[src/rtl/ntt_pkg.sv]
// ----------------------------------------------------------------------------
// ntt_pkg
// Shared definitions for the NTT datapath blocks:
//   NTT_MODULUS / NTT_WIDTH : default prime modulus and data-port width
//   NTT_OP_W / NTT_VAL_W    : reduced-operand width and full-product width
//   ntt_k() / ntt_mu()      : Barrett shift and multiplier for a modulus
//   stage_t                 : pipeline stage payload (valid, buffer word, value)
// ----------------------------------------------------------------------------
package ntt_pkg;

    localparam int unsigned NTT_MODULUS = 7681;
    localparam int unsigned NTT_WIDTH   = 32;

    // Operands are truncated to 16 bits; their product needs 32.
    localparam int unsigned NTT_OP_W  = 16;
    localparam int unsigned NTT_VAL_W = 2 * NTT_OP_W;

    // Buffer field is sized for the widest supported data port so the struct
    // does not depend on the instantiating module's WIDTH.
    localparam int unsigned NTT_BUF_W = 64;

    // Barrett shift: twice the bit length of the modulus.
    function automatic int unsigned ntt_k(input int unsigned q);
        return 2 * $clog2(q);
    endfunction

    // Barrett multiplier: floor(2^K / q). K <= 32 for q < 2^16, so 64 bits suffice.
    function automatic logic [63:0] ntt_mu(input int unsigned q);
        return (64'd1 << ntt_k(q)) / 64'(q);
    endfunction

    typedef struct packed {
        logic                 valid;
        logic [NTT_BUF_W-1:0] buffer;
        logic [NTT_VAL_W-1:0] value;
    } stage_t;

endpackage

[src/rtl/ntt_barrett_reduce.sv]
// ----------------------------------------------------------------------------
// ntt_barrett_reduce
// Combinational Barrett datapath, split at the pipeline boundary so the
// caller owns all registers and flow control.
//   i_p    : full product entering the estimate stage
//   o_t    : quotient estimate t = (i_p * MU) >> K
//   i_p_s3 : registered product entering the correction stage
//   i_t_s3 : registered quotient estimate matching i_p_s3
//   o_r    : i_p_s3 mod MODULUS, always < MODULUS
// ----------------------------------------------------------------------------
module ntt_barrett_reduce
    import ntt_pkg::*;
#(
    parameter int unsigned MODULUS = NTT_MODULUS
) (
    input  logic [NTT_VAL_W-1:0] i_p,
    output logic [NTT_VAL_W-1:0] o_t,
    input  logic [NTT_VAL_W-1:0] i_p_s3,
    input  logic [NTT_VAL_W-1:0] i_t_s3,
    output logic [NTT_OP_W-1:0]  o_r
);

    localparam int unsigned K   = ntt_k(MODULUS);
    localparam logic [63:0] MU  = ntt_mu(MODULUS);
    localparam logic [63:0] Q64 = 64'(MODULUS);

    logic [63:0] w_pmu;
    logic [63:0] w_tq;
    logic [63:0] w_r0;
    logic [63:0] w_r1;

    // Estimate stage. MU <= 2^K / q guarantees t <= p / q, so p - t*q never
    // goes negative.
    assign w_pmu = 64'(i_p) * MU;
    assign o_t   = NTT_VAL_W'(w_pmu >> K);

    // Correction stage. For p < 2^K the estimate is short by at most one
    // multiple of q, so a single conditional subtract lands in [0, q).
    assign w_tq = 64'(i_t_s3) * Q64;
    assign w_r0 = 64'(i_p_s3) - w_tq;
    assign w_r1 = (w_r0 >= Q64) ? (w_r0 - Q64) : w_r0;

    // Out-of-range operands can push p past 2^K and leave w_r1 >= q; the
    // result is unspecified then, but must still be a valid residue.
    assign o_r = (w_r1 >= Q64) ? '0 : NTT_OP_W'(w_r1);

endmodule

[src/rtl/ntt_twiddle_mult.sv]
// ----------------------------------------------------------------------------
// ntt_twiddle_mult
// Three-stage valid/ready pipeline computing (normal * twiddle) mod MODULUS
// for an NTT butterfly, with the top operand delayed alongside.
//   clk, rst_n       : clock, asynchronous active-low reset
//   in_valid/ready   : upstream handshake
//   buffer_data_in   : butterfly top operand, passed through unchanged
//   normal_data_in   : butterfly bottom operand (low 16 bits used)
//   twiddle_in       : twiddle factor (low 16 bits used)
//   out_valid/ready  : downstream handshake
//   buffer_data_out  : delayed buffer_data_in, aligned with product_out
//   product_out      : modular product, zero-extended to WIDTH
//   range_err        : sticky flag, operand >= MODULUS accepted
// Build option: NTT_TWIDDLE_MULT_RANGE_CHECK_EN enables the range_err check;
// when undefined range_err is tied low.
// ----------------------------------------------------------------------------
module ntt_twiddle_mult
    import ntt_pkg::*;
#(
    parameter int unsigned MODULUS = NTT_MODULUS,
    parameter int unsigned WIDTH   = NTT_WIDTH
) (
    input  logic             clk,
    input  logic             rst_n,
    input  logic             in_valid,
    output logic             in_ready,
    input  logic [WIDTH-1:0] buffer_data_in,
    input  logic [WIDTH-1:0] normal_data_in,
    input  logic [WIDTH-1:0] twiddle_in,
    output logic             out_valid,
    input  logic             out_ready,
    output logic [WIDTH-1:0] buffer_data_out,
    output logic [WIDTH-1:0] product_out,
    output logic             range_err
);

    stage_t               r_s1;
    stage_t               r_s2;
    stage_t               r_s3;
    logic [NTT_VAL_W-1:0] r_s2_t;

    logic                 w_adv;
    logic                 w_accept;
    logic [NTT_BUF_W-1:0] w_buf_ext;
    logic [NTT_VAL_W-1:0] w_p;
    logic [NTT_VAL_W-1:0] w_t;
    logic [NTT_OP_W-1:0]  w_r;
    logic                 w_unused;

    // Whole pipeline moves as one: it can only stall when the output is held.
    assign w_adv    = !r_s3.valid || out_ready;
    assign in_ready = w_adv;
    assign w_accept = in_valid && w_adv;

    // NOTE: default first so every path assigns the full vector; otherwise a latch is inferred.
    always_comb begin
        w_buf_ext              = '0;
        w_buf_ext[WIDTH-1:0]   = buffer_data_in;
    end

    // S1 multiply on the low 16 bits of each operand.
    assign w_p = NTT_VAL_W'(normal_data_in[NTT_OP_W-1:0]) * NTT_VAL_W'(twiddle_in[NTT_OP_W-1:0]);

    ntt_barrett_reduce #(
        .MODULUS (MODULUS)
    ) u_reduce (
        .i_p    (r_s1.value),
        .o_t    (w_t),
        .i_p_s3 (r_s2.value),
        .i_t_s3 (r_s2_t),
        .o_r    (w_r)
    );

    // NOTE: non-blocking assignments so every stage samples its predecessor's pre-edge value.
    always_ff @(posedge clk or negedge rst_n) begin
        if (!rst_n) begin
            // NOTE: data registers are reset too, so the outputs read 0 rather than X after reset.
            r_s1   <= '0;
            r_s2   <= '0;
            r_s3   <= '0;
            r_s2_t <= '0;
        end else if (w_adv) begin
            r_s1.valid  <= in_valid;
            r_s1.buffer <= w_buf_ext;
            r_s1.value  <= w_p;

            r_s2   <= r_s1;
            r_s2_t <= w_t;

            r_s3.valid  <= r_s2.valid;
            r_s3.buffer <= r_s2.buffer;
            r_s3.value  <= NTT_VAL_W'(w_r);
        end
    end

    assign out_valid       = r_s3.valid;
    assign buffer_data_out = r_s3.buffer[WIDTH-1:0];
    assign product_out     = WIDTH'(r_s3.value);

`ifdef NTT_TWIDDLE_MULT_RANGE_CHECK_EN
    logic r_range_err;

    always_ff @(posedge clk or negedge rst_n) begin
        if (!rst_n) begin
            r_range_err <= 1'b0;
        end else if (w_accept &&
                     ((normal_data_in >= WIDTH'(MODULUS)) || (twiddle_in >= WIDTH'(MODULUS)))) begin
            r_range_err <= 1'b1;
        end
    end

    assign range_err = r_range_err;
`else
    assign range_err = 1'b0;
`endif

    // Bits that are deliberately ignored (upper operand bits, spare buffer bits).
    assign w_unused = ^{w_accept, normal_data_in, twiddle_in, r_s3.buffer, r_s3.value};

endmodule
[config.mk]
export PLATFORM = sky130hd
export DESIGN_NAME = ntt_twiddle_mult
export DESIGN_NICKNAME = d
export VERILOG_FILES = /design/src/rtl/ntt_pkg.sv /design/src/rtl/ntt_barrett_reduce.sv /design/src/rtl/ntt_twiddle_mult.sv
export SDC_FILE = /design/constraint.sdc
export NUM_CORES = 1
export LEC_CHECK = 0
export ABC_AREA = 1
export BUFFER_PORTS_ARGS = -buffer_cell sky130_fd_sc_hd__buf_4
export CELL_PAD_IN_SITES_DETAIL_PLACEMENT = 1
export CELL_PAD_IN_SITES_GLOBAL_PLACEMENT = 1
export CORE_MARGIN = 4
export CORE_UTILIZATION = 45
export DETAILED_ROUTE_END_ITERATION = 10
export HOLD_SLACK_MARGIN = 0.1
export PLACE_DENSITY = 0.86
export REMOVE_ABC_BUFFERS = 1
export SLEW_MARGIN = 20
export SYNTH_ARGS = -nofsm -noshare
export SYNTH_HDL_FRONTEND = slang
export SYNTH_HIERARCHICAL = 1
export SYNTH_SLANG_ARGS = --single-unit
export TNS_END_PERCENT = 5
[constraint.sdc]
create_clock -name clk -period 8.5 [get_ports clk]
set_input_delay 0.425 -clock clk [delete_from_list [all_inputs] [get_ports clk]]
set_output_delay 0.425 -clock clk [all_outputs]
set_load 0.03 [all_outputs]
==> metrics.txt <==
first-pass GRT wire length 153 mm; total track usage 0.251; sequential area share after synthesis 0.168; cts repair resizes 0; CP max stage delay 0.53 ns; largest net degree at the start of global routing 157; initial antenna violation count 0; Slew @ Worst Pin 0.953 ns; critical path fanouts, max 22; Highest Signal Layer met4; CTS root buf clkbuf_16; depth of the CTS H-tree 1; die width 272 µm; crit start category register; top-area cell type share of the netlist area 0.204; post-synth top area cell fa_1; Finished Cell Area 0.0341 mm²; FMAX 0.132 GHz; worst clock skew 0.0173 ns; gr ovfl total 0; final setup TNS 0 ns; Site Rows 96; min cycle time layout 7.58 ns; clk sink count 211; Syn Std Cell Area 0.0314 mm²; Initial DRC Count 1277; clk_lat worst skew 0.57 ns; status complete, no violations; CP Class reg -> reg; synthesis-stage register bit count 211; total CTS buffers 26; CP endpoint kind register; routed len/inst 16.7 µm; Max Buffers Root-to-Sink 3; Post CTS Setup Buffer Count 0; Fin. Hold Viols 0; synthesis-to-layout area growth 8.49%; total wire length 92.2 mm; Final setup viols 0; fin crit share 0.892; hold_buf cts 34; Post-synth EDFFs 0; Worst EP required 8.99 ns; number of global-route vias before repair 30500; ys async rst share 1.00; Die Span Y 272 µm; post-DR vias/cell 4.94; nets 5349; M1 WL 37.4 mm; top cells by area, synth fa_1 20%, nand2_1 19%, dfrtp_1 17%; met3 WL 2.06 mm; RSZ-0062 raised after global routing no; CP max stage cell fa_1; Core Area 0.0688 mm²; met2 wire length 49.7 mm; die area 0.0741 mm²; I/O Pins 167; DP Wirelength 74.5 mm; Most common cell on crit path nand2_1; main flop type after synthesis dfrtp_1; Slew HR 0.365; Mapped Cells 4499; Clk pin slew, worst setup/hold paths 0.06 ns; CP arrival 8.07 ns; Worst Hold Class in -> reg; Synthesis Warnings 6; initial core utilization 0.456; I/O Buffers 117; Via Count 27200; Post-Place Cell Area 0.0329 mm²; Final Max Tran Viols 0; CTS tree built; fraction of layout cells with a size suffix above 1 0.0653; Max Cap Violations 0; RePlAce Congestion 0.873; syn avg cell area 6.98 µm²; Yosys cell types 48; Post-route DRC 0; drt pass-1 iters 5; post-route ant nets 0
## metal layers
layer / vias to the layer above / global-route usage
li1: 13200 / -
met1: 13400 / 0.292
met2: 403 / 0.491
met3: 186 / 0.0182
met4: 0 / 0.0762
met5: - / 0
## logic make-up (layout without fill, tap and decap cells)
logic type	after synthesis	in the layout	synth area share
fa+ha+maj	684	684	0.349
xor+xnor	61	61	0.0170
buf+inv	1287	1339	0.160
compound gates	179	179	0.0313
other cells	2	33	0.000239
flops	211	211	0.168
simple gates	2075	2075	0.274
## layout make-up
cell class              count  area (µm²)
fillers                  9015       34800
multi-input cells        3031       21200
flip-flops and latches    211        5280
inverters                1139        4280
repair buffers            156        1290
well taps                 931        1160
clock buffers              35         714
clock inverters             9         130
diodes                      1        2.50
## cell usage in the layout, fill, tap and decap left out, types with 3 or more instances in the layout
| master | Yosys | layout |
|---|---|---|
| nand2_2 | 37 | 37 |
| nor2_4 | 8 | 9 |
| nor2_2 | 41 | 40 |
| o21ai_1 | 16 | 16 |
| inv_2 | 23 | 22 |
| nor2_1 | 184 | 184 |
| ha_1 | 364 | 364 |
| xnor2_1 | 30 | 30 |
| nand3_2 | 14 | 14 |
| inv_1 | 1116 | 1116 |
| xor2_1 | 31 | 31 |
| nand4_1 | 46 | 46 |
| dfrtp_1 | 211 | 211 |
| o21ai_0 | 51 | 51 |
| clkbuf_16 | 0 | 26 |
| o21ai_2 | 3 | 3 |
| nand3_1 | 128 | 128 |
| nand3b_1 | 16 | 16 |
| clkinv_2 | 0 | 3 |
| clkbuf_1 | 70 | 6 |
| buf_4 | 33 | 118 |
| dlygate4sd3_1 | 0 | 34 |
| fa_1 | 320 | 320 |
| a21o_1 | 3 | 3 |
| o21bai_1 | 7 | 7 |
| a21oi_1 | 83 | 83 |
| conb_1 | 2 | 32 |
| nor3_1 | 10 | 10 |
| nand2_1 | 1579 | 1579 |
| clkbuf_8 | 0 | 3 |
## registers in the layout (all words and copies together), names as in the netlist
name,cells
product_out,16
r_s2,65
r_s1,65
r_s2_t,32
buffer_data_out,32
out_valid,1
## synthesized netlist by cell type (2+ instances only)
library cell  count
nor2_1          184
nand3_2          14
fa_1            320
nand3b_1         16
a21o_1            3
nor3_1           10
o21ai_1          16
buf_6             4
inv_1          1116
xnor2_1          30
dfrtp_1         211
o21a_1            2
nand2_1        1579
nand3_4           2
buf_2            41
a31oi_1           2
a21oi_2           2
a21oi_1          83
conb_1            2
o21ai_2           3
buf_4            33
nor3_2            2
o21ai_0          51
clkbuf_1         70
xor2_1           31
nor2_4            8
o2111ai_1         2
nand3_1         128
nor4_1            2
nand2_2          37
nand4_1          46
ha_1            364
nor2_2           41
inv_2            23
nor2_8            2
o21bai_1          7
## metrics by stage
stage | hold WS [ns] | setup slack (ns) | cells | utilization
final | 0.352 | 0.919 | 5513 | 0.495
after global routing | 0.336 | 0.306 | 5512 | 0.495
after CTS | 0.312 | 0.851 | 5512 | 0.495
after detailed placement | 0.385 | 0.918 | 5434 | 0.478
after global placement | 0.387 | 1.16 | 5434 | 0.478
after floorplan | 0.129 | 0.00998 | 4381 | -
## path summary, 6_finish.rpt
path,startpoint,end,slack [ns],depth (start not counted)
worst max-delay path,r_s2_t[9]$_DFFE_PN0P_,product_out[2]$_DFFE_PN0P_,0.92,37
min in group asynchronous,rst_n,product_out[5]$_DFFE_PN0P_,0.40,2
worst min register to register,r_s2[46]$_DFFE_PN0P_,buffer_data_out[14]$_DFFE_PN0P_,0.47,2
max in group asynchronous,rst_n,r_s1[61]$_DFFE_PN0P_,6.83,3
worst min-delay path,twiddle_in[0],r_s1[0]$_DFFE_PN0P_,0.35,3
worst max register to register,r_s2_t[9]$_DFFE_PN0P_,product_out[2]$_DFFE_PN0P_,0.92,37
## critical path, delay by kind of cell (launching register included)
family	cells	cell delay [ns]
adders and majority gates	7	3.03
and+or+nand+nor	20	3.04
AOI/OAI and AO/OA	2	0.29
DFF	1	0.45
buffers and inverters	8	0.70
Power is left out: the tool's default activity adds up to more than one toggle a clock period on the data nets, which glitch-free logic cannot reach.
